==> config.mk <==
export PLATFORM = sky130hd
export DESIGN_NAME = mips32_fetch_queue
export DESIGN_NICKNAME = d
export VERILOG_FILES = /design/src/rtl/mips32_pkg.sv /design/src/rtl/mips32_sync_fifo.sv /design/src/rtl/mips32_fetch_queue.sv
export SDC_FILE = /design/constraint.sdc
export NUM_CORES = 1
export LEC_CHECK = 0
export BUFFER_PORTS_ARGS = -buffer_cell sky130_fd_sc_hd__clkbuf_2
export CORE_MARGIN = 2
export CORE_UTILIZATION = 59
export CTS_BUF_LIST = sky130_fd_sc_hd__clkbuf_16
export CTS_CLUSTER_DIAMETER = 200
export DETAILED_ROUTE_END_ITERATION = 8
export PLACE_DENSITY = 0.81
export SYNTH_ARGS = -nofsm -noshare
export SYNTH_HDL_FRONTEND = slang
export SYNTH_SLANG_ARGS = --single-unit
==> constraint.sdc <==
create_clock -name clk1 -period 6.3 [get_ports clk1]
set_input_delay 0.63 -clock clk1 [delete_from_list [all_inputs] [get_ports clk1]]
set_output_delay 0.63 -clock clk1 [all_outputs]
set_load 0.02 [all_outputs]
==> src/rtl/mips32_pkg.sv <==
// Shared MIPS32 constants and types: opcodes, instruction classes and the
// fetch-queue state encoding.
package mips32_pkg;

  localparam int WORD_W     = 32;
  localparam int DEFAULT_AW = 10;

  localparam logic [5:0] OP_RTYPE = 6'h00;
  localparam logic [5:0] OP_J     = 6'h02;
  localparam logic [5:0] OP_BEQ   = 6'h04;
  localparam logic [5:0] OP_BNE   = 6'h05;
  localparam logic [5:0] OP_ADDI  = 6'h08;
  localparam logic [5:0] OP_SLTI  = 6'h0A;
  localparam logic [5:0] OP_ANDI  = 6'h0C;
  localparam logic [5:0] OP_ORI   = 6'h0D;
  localparam logic [5:0] OP_LW    = 6'h23;
  localparam logic [5:0] OP_SW    = 6'h2B;
  localparam logic [5:0] OP_HLT   = 6'h3F;

  typedef enum logic [2:0] {
    RR_ALU,
    RM_ALU,
    LOAD,
    STORE,
    BRANCH,
    HALT
  } instr_type_e;

  typedef enum logic [1:0] {
    ST_RUN,
    ST_WAIT_RSP,
    ST_DISCARD
  } fetch_state_e;

  // Coarse class of an instruction word, used by decode-side consumers.
  function automatic instr_type_e decode_type(input logic [WORD_W-1:0] ir);
    instr_type_e t;
    t = RR_ALU;
    case (ir[31:26])
      OP_RTYPE:                            t = RR_ALU;
      OP_ADDI, OP_SLTI, OP_ANDI, OP_ORI:   t = RM_ALU;
      OP_LW:                               t = LOAD;
      OP_SW:                               t = STORE;
      OP_BEQ, OP_BNE, OP_J:                t = BRANCH;
      OP_HLT:                              t = HALT;
      default:                             t = RR_ALU;
    endcase
    return t;
  endfunction

endpackage

==> src/rtl/mips32_sync_fifo.sv <==
// Small synchronous FIFO with flush; the head word is a registered read of
// the storage array, bypassed from the push port when it lands at the head.
module mips32_sync_fifo #(
  parameter int WIDTH = 42,
  parameter int DEPTH = 4
) (
  input  logic                           clk_i,
  input  logic                           rst_ni,
  input  logic                           push_i,
  input  logic [WIDTH-1:0]               push_data_i,
  input  logic                           pop_i,
  input  logic                           flush_i,
  output logic [WIDTH-1:0]               head_o,
  output logic [$clog2(DEPTH+1)-1:0]     count_o
);

  localparam int PW = $clog2(DEPTH);
  localparam int CW = $clog2(DEPTH+1);

  logic [WIDTH-1:0] mem_q [DEPTH];
  logic [PW-1:0]    rd_ptr_q, rd_ptr_d;
  logic [PW-1:0]    wr_ptr_q, wr_ptr_d;
  logic [CW-1:0]    count_q, count_d;
  logic [WIDTH-1:0] head_q, head_d;
  logic             do_push, do_pop;

  assign do_pop  = pop_i && (count_q != '0);
  assign do_push = push_i && ((count_q != CW'(DEPTH)) || do_pop);

  always_comb begin
    rd_ptr_d = rd_ptr_q + PW'(do_pop);
    wr_ptr_d = wr_ptr_q + PW'(do_push);
    count_d  = count_q + CW'(do_push) - CW'(do_pop);
    head_d   = head_q;
    if (flush_i) begin
      rd_ptr_d = '0;
      wr_ptr_d = '0;
      count_d  = '0;
    end else if (count_d != '0) begin
      // The new head is the incoming word when it is written into the head slot.
      head_d = (do_push && (wr_ptr_q == rd_ptr_d)) ? push_data_i : mem_q[rd_ptr_d];
    end
  end

  always_ff @(posedge clk_i) begin
    if (do_push) begin
      mem_q[wr_ptr_q] <= push_data_i;
    end
  end

  always_ff @(posedge clk_i or negedge rst_ni) begin
    if (!rst_ni) begin
      rd_ptr_q <= '0;
      wr_ptr_q <= '0;
      count_q  <= '0;
      head_q   <= '0;
    end else begin
      rd_ptr_q <= rd_ptr_d;
      wr_ptr_q <= wr_ptr_d;
      count_q  <= count_d;
      head_q   <= head_d;
    end
  end

  assign head_o  = head_q;
  assign count_o = count_q;

endmodule

==> src/rtl/mips32_fetch_queue.sv <==
// MIPS32 instruction fetch front-end: one outstanding imem request, prefetch
// FIFO of {instruction, npc} toward decode, branch redirect and sticky halt.
module mips32_fetch_queue
  import mips32_pkg::*;
#(
  parameter int            DEPTH    = 4,
  parameter int            AW       = DEFAULT_AW,
  parameter logic [AW-1:0] RESET_PC = '0
) (
  input  logic                        clk1,
  input  logic                        rst_n,
  output logic                        imem_req_valid,
  output logic [AW-1:0]               imem_req_addr,
  input  logic                        imem_req_ready,
  input  logic                        imem_rsp_valid,
  input  logic [WORD_W-1:0]           imem_rsp_data,
  input  logic                        redirect_valid,
  input  logic [AW-1:0]               redirect_pc,
  input  logic                        halt,
  output logic                        if_valid,
  input  logic                        if_ready,
  output logic [WORD_W-1:0]           if_ir,
  output logic [WORD_W-1:0]           if_npc,
  output logic [$clog2(DEPTH+1)-1:0]  fifo_count
);

  localparam int CW = $clog2(DEPTH+1);
  localparam int EW = WORD_W + AW;

  fetch_state_e  state_q;
  logic [AW-1:0] pc_q;
  logic [AW-1:0] req_npc_q;
  logic          halted_q;

  logic          has_room;
  logic          accept;
  logic          push;
  logic          pop;
  logic [EW-1:0] head;

  assign has_room = fifo_count < CW'(DEPTH);

  // Gating with rst_n keeps the request low while reset is held.
  assign imem_req_valid = rst_n && (state_q == ST_RUN) && !halted_q &&
                          !redirect_valid && has_room;
  assign imem_req_addr  = pc_q;
  assign accept         = imem_req_valid && imem_req_ready;

  assign push = (state_q == ST_WAIT_RSP) && imem_rsp_valid && !redirect_valid;
  assign pop  = if_valid && if_ready;

  always_ff @(posedge clk1 or negedge rst_n) begin
    if (!rst_n) begin
      state_q   <= ST_RUN;
      pc_q      <= RESET_PC;
      req_npc_q <= '0;
      halted_q  <= 1'b0;
    end else begin
      if (halt) begin
        halted_q <= 1'b1;
      end
      if (redirect_valid) begin
        pc_q <= redirect_pc;
      end else if (accept) begin
        pc_q <= pc_q + AW'(1);
      end
      if (accept) begin
        req_npc_q <= pc_q + AW'(1);
      end
      unique case (state_q)
        ST_RUN: begin
          if (accept) state_q <= ST_WAIT_RSP;
        end
        ST_WAIT_RSP: begin
          // A response coinciding with a redirect is simply dropped.
          if (imem_rsp_valid)      state_q <= ST_RUN;
          else if (redirect_valid) state_q <= ST_DISCARD;
        end
        ST_DISCARD: begin
          if (imem_rsp_valid) state_q <= ST_RUN;
        end
        default: state_q <= ST_RUN;
      endcase
    end
  end

  mips32_sync_fifo #(
    .WIDTH (EW),
    .DEPTH (DEPTH)
  ) u_fifo (
    .clk_i       (clk1),
    .rst_ni      (rst_n),
    .push_i      (push),
    .push_data_i ({imem_rsp_data, req_npc_q}),
    .pop_i       (pop),
    .flush_i     (redirect_valid),
    .head_o      (head),
    .count_o     (fifo_count)
  );

  assign if_valid = (fifo_count != '0);
  assign if_ir    = head[EW-1:AW];
  assign if_npc   = WORD_W'(head[AW-1:0]);

endmodule

After elaboration in Yosys (flattened, before gate mapping):

Memory sizes are Yosys's and may differ from the RTL's. A register that Yosys moved wholly into a read port is not among the register bits.
Index checks and enable logic that the tools add are counted.

* bits in registers: 30
* bits in writable memories: 168
* input bits: 49
* output and inout bits: 79
* logic and storage cells: 53
* memories: 1

* add/sub/neg operators: 5
* $lt $le $gt $ge: 1
* equal/unequal tests: 6
* multiplexer cells: 12
* bitwise logic cells: 1
* reduce and logical (&&, ||, !) cells: 20

Memory list
* u_fifo.mem_q: depth 4, width 42, read ports 1, clocked after memory_dff 1, wr ports 1, RTL line mips32_sync_fifo.sv:20 `logic [WIDTH-1:0] mem_q [DEPTH];`

Operators with widths (number)
* $mux W10: 2
* $mux W2: 6
* $add A10 B1 Y10 const B: 1
* $logic_and A1 B1 Y1: 10
* $ne A3 B3 Y1 const B: 2
* $pmux W2 S3: 1
* $reduce_bool A3 Y1: 2
* $add A2 B1 Y2: 2
* $ne A2 B2 Y1 const B: 2
* $add A3 B1 Y3: 1
* $logic_not A1 Y1: 3
* $lt A3 B3 Y1 const B: 1
* $mux W3: 1
* $reduce_and A3 Y1: 1
* $sub A3 B1 Y3: 1
* $eq A2 B1 Y1 const B: 1
* $eq A2 B2 Y1 const B: 1
* $logic_not A2 Y1: 1
* $mux W1: 2
* $reduce_and A2 Y1: 1
* $reduce_bool A2 Y1: 1
* $logic_or A1 B1 Y1: 1
* $not A1 Y1: 1

Depth between registers and ports, before layout:

Gate-level depths: netlist of the first run.

* word-level depth: 9
* gate-level depth with buffers: 14
* mapped depth without buffers: 11

Hierarchy:

A second synthesis of the first run with hierarchy kept.

* cell total of the unflattened synthesis: 642
* area total of the unflattened synthesis: 9964.6 µm²

By module, submodules not included
* mips32_sync_fifo: times used 1, cells an instance 488, area an instance 8552.0 µm², seq. area each 6271.0 µm²
* mips32_fetch_queue: times used 1, cells an instance 154, area an instance 1412.6 µm², seq. area each 575.6 µm²

Worst setup path after synthesis of the first run:

Ideal clock, no wire load.

* path kind: input port to flip-flop
* from: input port redirect_valid
* to: memory u_fifo.mem_q[2][0], enable pin
* setup time: 0.502 ns
* arrival time: 4.244 ns
* required time: 5.798 ns
* path slack: 1.554 ns
* cell stages on the path: 3
* buffers on the path: 0
* path through: nor3b_1 nand3_2 nor3b_1

* cells in the longest elaborated chain, start to end: 5

RTL lines
* from (decl): RTL line mips32_fetch_queue.sv:17 `input logic redirect_valid,`
* $logic_not A1 Y1: RTL line mips32_fetch_queue.sv:49 `assign push = (state_q == ST_WAIT_RSP) && imem_rsp_valid && !redirect_valid;`
* $logic_and A1 B1 Y1: RTL line mips32_fetch_queue.sv:49
* $logic_and A1 B1 Y1: RTL line mips32_sync_fifo.sv:28 `assign do_push = push_i && ((count_q != CW'(DEPTH)) || do_pop);`
* $mux W1: RTL line mips32_sync_fifo.sv:46 `if (do_push) begin`
* $mux W1 (not written as such): RTL line mips32_sync_fifo.sv:47 `mem_q[wr_ptr_q] <= push_data_i;`
* to (decl): RTL line mips32_sync_fifo.sv:20

Every way passes these cells.

Worst setup path after layout of the first run:

* from: register u_fifo.count_q[2] (netlist: u_fifo.count_o[2])
* to: register u_fifo.head_q[40] (netlist: u_fifo.head_o[40]) (read register of u_fifo.mem_q)

* cells in the longest elaborated chain, start to end: 9
* elaborated cells on any way between the ends: 11
* those cells by class: add/sub (3); eq/ne (1); reduce/logical (7)

RTL lines
* from (decl): RTL line mips32_sync_fifo.sv:23 `logic [CW-1:0] count_q, count_d;`
* from (signal assigned): RTL line mips32_sync_fifo.sv:60 `count_q <= count_d;`
* $reduce_bool A3 Y1: RTL line mips32_sync_fifo.sv:27, mips32_fetch_queue.sv:101
* $logic_and A1 B1 Y1: RTL line mips32_fetch_queue.sv:50 `assign pop = if_valid && if_ready;`
* $logic_and A1 B1 Y1: RTL line mips32_sync_fifo.sv:27 `assign do_pop = pop_i && (count_q != '0);`
* $logic_or A1 B1 Y1: RTL line mips32_sync_fifo.sv:28
* $logic_and A1 B1 Y1: RTL line mips32_sync_fifo.sv:28
* $add A3 B1 Y3: RTL line mips32_sync_fifo.sv:33 `count_d = count_q + CW'(do_push) - CW'(do_pop);`
* $sub A3 B1 Y3: RTL line mips32_sync_fifo.sv:33
* $reduce_bool A3 Y1: RTL line mips32_sync_fifo.sv:39 `end else if (count_d != '0) begin`
* $reduce_and A2 Y1 (no line)
* to (decl): RTL line mips32_sync_fifo.sv:24 `logic [WIDTH-1:0] head_q, head_d;`

Several ways; a longest one is shown, not always the timed one.
A chain may end at the register's enable or synchronous reset.

==> results of run 1 <==
[cell usage in the layout, fill, tap and decap left out, drive strengths merged, types with 2 or more instances in the layout]
cell      n
o211ai    2
nor3b    48
nand2b    2
nor4b     2
nand3     4
o21ai   141
a21oi    44
nand2    20
xor2      4
clkinv   10
and2b    11
conb     22
nor2b    32
o31a      2
a211oi   40
edfxtp  168
a221o    48
dfrtp    72
xnor2    10
bufinv    3
inv      12
nor3      8
clkbuf  129
nor2     57
mux2i    42
buf      17
and3     46
ha        3
[stage by stage]
| stage | cells | total power, mW | cell area (um2) |
|---|---|---|---|
| floorplan | 946 | 3.296 | 11320 |
| global placement | 1205 | 3.690 | 11780 |
| detailed placement | 1205 | 3.752 | 11780 |
| CTS | 1250 | 5.176 | 12570 |
| global route | 1250 | 5.428 | 12570 |
| finish | 1250 | 5.174 | 12570 |
[flip-flops by register name (all words and copies together) (netlist names)]
signal           flops
halted_q             1
imem_req_addr       10
req_npc_q           10
state_q              2
u_fifo.count_o       3
u_fifo.head_o       42
u_fifo.mem_q       168
u_fifo.rd_ptr_q      2
u_fifo.wr_ptr_q      2
[power by group through the flow]
stage	clock (mW)	sequential (mW)	combinational, mW
2_1_floorplan	0	2.13	1.16
3_3_place_gp	0	2.05	1.64
3_5_place_dp	0	2.05	1.70
4_1_cts	1.43	2.02	1.72
5_1_grt	1.50	2.04	1.88
6_report	1.42	2.03	1.73
[final timing paths]
kind                                   start                 end
max                        u_fifo.count_o[2]   u_fifo.head_o[40]
min                                     halt            halted_q
max reg2reg                u_fifo.count_o[2]   u_fifo.head_o[40]
min reg2reg                         halted_q            halted_q
max in group asynchronous              rst_n  u_fifo.rd_ptr_q[0]
min in group asynchronous              rst_n   u_fifo.head_o[33]
[metal layers]
layer,wire length [um],global-route usage
met5,13,0
met4,482,0.07842
met3,2114,0.04374
met2,12440,0.4132
met1,10720,0.3624
[kinds of logic (layout without fill, tap and decap cells)]
group,after synthesis,count (layout),share of synthesized area
XOR/XNOR,16,16,0.01503
adder cells (fa/ha/maj),4,4,0.005122
buffers and inverters,102,172,0.04899
flip-flops,240,240,0.6093
AO/OA/AOI/OAI,282,282,0.1601
other,1,22,0.0003337
multiplexers,43,43,0.03841
AND/OR/NAND/NOR,237,237,0.1227
[cell type report]
| class | count | area (um2) |
|---|---|---|
| Tap cell | 234 | 292.8 |
| Fill cell | 1306 | 6135 |
| Clock buffer | 25 | 625.6 |
| Timing Repair Buffer | 121 | 648.1 |
| Multi-Input combinational cell | 604 | 3964 |
| Sequential cell | 240 | 6854 |
| Inverter | 6 | 22.52 |
| Clock inverter | 20 | 163.9 |
==> metrics.csv, run 1 <==
metric,value,unit
Die H,142.0,um
Clock Power Share,0.274,
share of the clock period used by the worst path,0.7164,
vias in the first global route,7701,
"antenna viol nets, final",0,
Post-Syn Area,11240,um2
worst setup margin,1.787,ns
CTS Hold Buffers Added,0,
top-count cell post-synth,edfxtp_1,
Vias,7999,
H-tree level count,1,
Final Hold Vio Count,0,
number of nets in the layout,1051,
CP Class,flip-flop to flip-flop,
worst slack at placement,1.410,ns
top cell type's share of synthesized area,0.4489,
Synth Flop Type,edfxtp_1,
sequential element share of the synthesized area,0.6093,
min Tclk post-route,4.513,ns
CP required,6.74,ns
port bufs,105,
Mean Syn Cell Area,12.15,um2
fraction of registers with async set/reset,0.3000,
core area,18710,um2
grt ovf,0,
"EDFF count, synth",168,
Worst IR Drop VDD,419.2,uV
power density over the cells,411.6,nW/um2
FP Rows,50,
drt initial violations,883,
top post-synthesis cells by area,"edfxtp_1 (45%), dfrtp_1 (16%), o21ai_0 (5.9%), a221o_1 (4.3%), mux2i_1 (3.7%)",
P_int,3.340,mW
setup TNS,0,ns
"Clk Latency, worst-skew pair",0.51,ns
Sw Pwr,1.835,mW
r2r setup slk,1.79,ns
hold path depth,2,
layout cells sized above 1,0.1693,
HPWL Detailed,14540,um
max cap viols,0,
Layout area overhead,11.87,%
Seq pwr share,0.392,
"CP delay by family, top",simple AND/OR/NAND/NOR gates,
fin util,0.6720,
combinational power share,0.334,
Worst setup SP type,flip-flop,
Synth top cells by count,"edfxtp_1 (168), o21ai_0 (132), dfrtp_1 (72), nor2_1 (57)",
Worst-path clk slew,0.06,ns
Clock Skew,0.01004,ns
slew margin rel.,0.2510,
Placer Congestion,0.7656,
largest fanout on the critical path,44,
slew at the pin closest to its max-slew limit,1.119,ns
largest net degree at the start of global routing,121,
First-pass DRT Iterations,5,
slowest CP cell,nor4b_4,
Post-CTS Setup Bufs,0,
Hold WC Path Type,input port to flip-flop,
WP buf/inv,4,
Post-Route WL,25770,um
Cell variety after synth,48,
sw frac,0.3546,
Crit. End Element,flip-flop,
first-pass GRT wire length,40580,um
routed vias/inst,6.399,
fmax,221.6,MHz
Routed wire per std cell,20.62,um
die area,20170,um2
RSZ-0062 raised after global routing,false,
antenna violations before repair,1,
synthesized flop and latch total,240,
worst path cell trace,"or4b_2, nand3_2, inv_1, ha_1, inv_1, fa_1, xnor3_1, a31oi_4, buf_4, nor4b_4, buf_4, a221o_1",
CTS tree,built,
Finish-stage setup viols,0,
CTS Buffer Depth,3,
number of top-level pins,128,
Post-Syn Instances,925,
synth warn,0,
Initial Utilization,0.6007,
CTS sink cnt,240,
ant diodes,0,
Num CTS Buffers,25,
Root Driver,clkbuf_16,
Chip Width,142.0,um
CP arrival,4.96,ns
CP Depth,12,
Fin Hold WS,0.3100,ns
Slew Limit Fails,0,
status,completed,
"area leader, netlist",edfxtp_1,
worst stage delay on the critical path,0.99,ns
Total GRT Usage,0.2564,
Residual DRC,0,
Static Leak,4.755,nW
reg2reg path depth,12,
post-CTS sizing,0,
(Power assumes the default switching activity.)
==> inputs of run 2 (changes only) <==
Settings changed: ABC_AREA from default to 1, CORE_UTILIZATION 59 to 58.
Clock period 6.3 ns to 4.7 ns, I/O delays scaled along.
==> run 2 against run 1 <==
  * Register-to-register slack lost 0.32 ns
  * Cell count is 7.3% higher
  * Core utilization is 0.45 points higher
  * Critical path depth down 1
  * First-iteration DRC count is 14% lower
  * Global-route usage fell by 0.89 points
  * Die area is 5.6% lower
  * Routed wire length shrank 11%
  * Largest power group unchanged
==> metrics.csv, run 2 <==
metric,value,unit,change
share of the clock period used by the worst path,0.6881,,was 0.7164
Worst IR Drop VDD,804.9,uV,was 419.2 uV
first-pass GRT wire length,36380,um,was 40580 um
Post-Syn Instances,1010,,was 925
most frequent cells in the layout,"nand2_1 (332), nand3_1 (224), edfxtp_1 (168)",,"was edfxtp_1 (168), o21ai_0 (132), clkbuf_2 (104)"
H-tree level count,1,,unchanged
Hold Path Sink,state_q[1],,was halted_q
Top reg by flops,u_fifo.mem_q,,unchanged
slew margin rel.,0.3132,,was 0.2510
Clock Skew,0.005807,ns,was 0.01004 ns
max FFs per register,168,,unchanged
r2r setup slk,1.47,ns,was 1.79 ns
RSZ-0062 raised after global routing,false,,unchanged
setup TNS,0,ns,unchanged
Mean Syn Cell Area,10.30,um2,was 12.15 um2
drt initial violations,763,,was 883
slew at the pin closest to its max-slew limit,1.027,ns,was 1.119 ns
Total GRT Usage,0.2475,,was 0.2564
Crit. End Element,flip-flop,,unchanged
total power draw,7.112,mW,was 5.174 mW
fmax,309.2,MHz,was 221.6 MHz
min Tclk post-route,3.234,ns,was 4.513 ns
Placer Congestion,0.7774,,was 0.7656
FP Rows,48,,was 50
die area,19030,um2,was 20170 um2
Slew Limit Fails,0,,unchanged
Hold Startpoint,imem_rsp_valid,,was halt
antenna violations before repair,0,,was 1
Initial Utilization,0.5976,,was 0.6007
Static Leak,5.213,nW,was 4.755 nW
largest net degree at the start of global routing,87,,was 121
CTS tree,built,,unchanged
CP required,5.09,ns,was 6.74 ns
number of top-level pins,128,,unchanged
CTS Buffer Depth,3,,unchanged
FF-to-FF Start,u_fifo.count_o[0],,was u_fifo.count_o[2]
Placed Cells,1296,,was 1205
CTS sink cnt,240,,unchanged
"antenna viol nets, final",0,,unchanged
ant diodes,0,,unchanged
Final Hold Vio Count,0,,unchanged
worst slack at placement,1.231,ns,was 1.410 ns
top-count cell post-synth,nand2_1,,was edfxtp_1
core area,17420,um2,was 18710 um2
number of nets in the layout,1151,,was 1051
Chip Width,138.0,um,was 142.0 um
Routed wire per std cell,17.14,um,was 20.62 um
largest fanout on the critical path,86,,was 44
synth warn,0,,unchanged
vias in the first global route,7106,,was 7701
Hold WC Path Type,input port to flip-flop,,unchanged
Worst setup SP type,flip-flop,,unchanged
Layout area overhead,13.21,%,was 11.87%
top post-synthesis cells by area,"edfxtp_1 (48%), dfrtp_1 (17%), nand2_1 (12%), nand3_1 (11%), buf_4 (2.3%)",,"was edfxtp_1 (45%), dfrtp_1 (16%), o21ai_0 (5.9%), a221o_1 (4.3%), mux2i_1 (3.7%)"
synthesized flop and latch total,240,,unchanged
Worst-path clk slew,0.06,ns,about the same
Post-CTS Setup Bufs,0,,unchanged
routed vias/inst,5.558,,was 6.399
sequential element share of the synthesized area,0.6579,,was 0.6093
CP Class,flip-flop to flip-flop,,unchanged
worst setup margin,1.466,ns,was 1.787 ns
HPWL Detailed,12960,um,was 14540 um
hold path depth,2,,unchanged
Synth Flop Type,edfxtp_1,,unchanged
max cap viols,0,,unchanged
power density over the cells,603.6,nW/um2,was 411.6 nW/um2
Vias,7453,,was 7999
post-CTS sizing,0,,unchanged
Fin Hold WS,0.1528,ns,was 0.3100 ns
Finish-stage setup viols,0,,unchanged
top cell type's share of synthesized area,0.4847,,was 0.4489
Post-Route WL,22990,um,was 25770 um
port bufs,105,,unchanged
CTS Hold Buffers Added,1,,was 0
layout cells sized above 1,0.1541,,was 0.1693
CP arrival,3.63,ns,was 4.96 ns
First-pass DRT Iterations,5,,unchanged
Die H,138.0,um,was 142.0 um
"EDFF count, synth",168,,unchanged
"Clk Latency, worst-skew pair",0.51,ns,about the same
fraction of registers with async set/reset,0.3000,,unchanged
worst r2r dst,u_fifo.head_o[25],,was u_fifo.head_o[40]
"most common cell after layout, fill and taps aside",nand2_1,,was edfxtp_1
reg2reg path depth,11,,was 12
"area leader, netlist",edfxtp_1,,unchanged
Synth top cells by count,"nand2_1 (334), nand3_1 (224), edfxtp_1 (168), dfrtp_1 (72), inv_1 (60)",,"was edfxtp_1 (168), o21ai_0 (132), dfrtp_1 (72), nor2_1 (57)"
Cell variety after synth,31,,was 48
Residual DRC,0,,unchanged
Num CTS Buffers,24,,was 25
Post-Syn Area,10410,um2,was 11240 um2
grt ovf,0,,unchanged
Root Driver,clkbuf_16,,unchanged
status,completed,,unchanged
Finished Layout Cells,1341,,was 1250
-- run 2: power by group --
part | internal, mW | switching [mW] | total (mW)
Sequential | 2.49 | 0.141 | 2.63
Combinational | 0.771 | 1.78 | 2.55
Clock | 1.18 | 0.759 | 1.94
Total | 4.44 | 2.67 | 7.11
-- run 2: worst max path at each step --
| stage | slack (ns) | cells after the start | startpoint | end |
|---|---|---|---|---|
| after floorplan | 0.31 | 5 | redirect_valid | u_fifo.mem_q[2][0] |
| after global placement | 1.47 | 12 | redirect_valid | u_fifo.head_o[35] |
| after detailed placement | 1.23 | 12 | redirect_valid | u_fifo.head_o[28] |
| after CTS | 1.46 | 11 | u_fifo.count_o[0] | u_fifo.head_o[25] |
| after global routing | 1.25 | 11 | u_fifo.count_o[0] | u_fifo.head_o[25] |
| final | 1.47 | 11 | u_fifo.count_o[0] | u_fifo.head_o[25] |
-- run 2: kinds of logic (layout without fill, tap and decap cells) --
family                   Yosys count  after routing  share of synthesized area
AO/OA/AOI/OAI                     18             18                    0.01034
XOR/XNOR                           7              7                   0.005891
AND/OR/NAND/NOR                  600            600                     0.2515
other                              1             22                  0.0003603
adder cells (fa/ha/maj)            4              4                   0.005531
buffers and inverters            140            225                    0.06853
flip-flops                       240            240                     0.6579
-- run 2: routing by layer --
layer / share of wire / global-route usage
met5: 0 / 0
met4: 0.024 / 0.08220
met3: 0.072 / 0.03034
met2: 0.50 / 0.4092
met1: 0.41 / 0.3448
-- run 2: stage by stage --
step,utilization,cell area [um2]
2_1_floorplan,-,10490
3_3_place_gp,0.6295,10960
3_5_place_dp,0.6295,10960
4_1_cts,0.6765,11780
5_1_grt,0.6765,11780
6_report,0.6765,11780
-- run 2: layout make-up --
cell class	instances	area [um2]
clock buffer	25	625.6
clock inverter	19	182.7
fill	1288	5634
inverter	64	240.2
multi-input combinational	651	2960
sequential	240	6847
tap	225	281.5
timing repair buffer	117	645.6
-- run 2: worst max-delay path, stage by stage (launching register included) --
cell	delay [ns]
dfrtp_1	0.43
nor2_2	0.17
nand2_4	0.10
nand2_4	0.10
nand2_4	0.51
nand3_1	0.33
nand3_1	0.16
nor2_4	0.69
buf_4	0.36
nand2_1	0.08
nand3_1	0.11
nand2_1	0.06
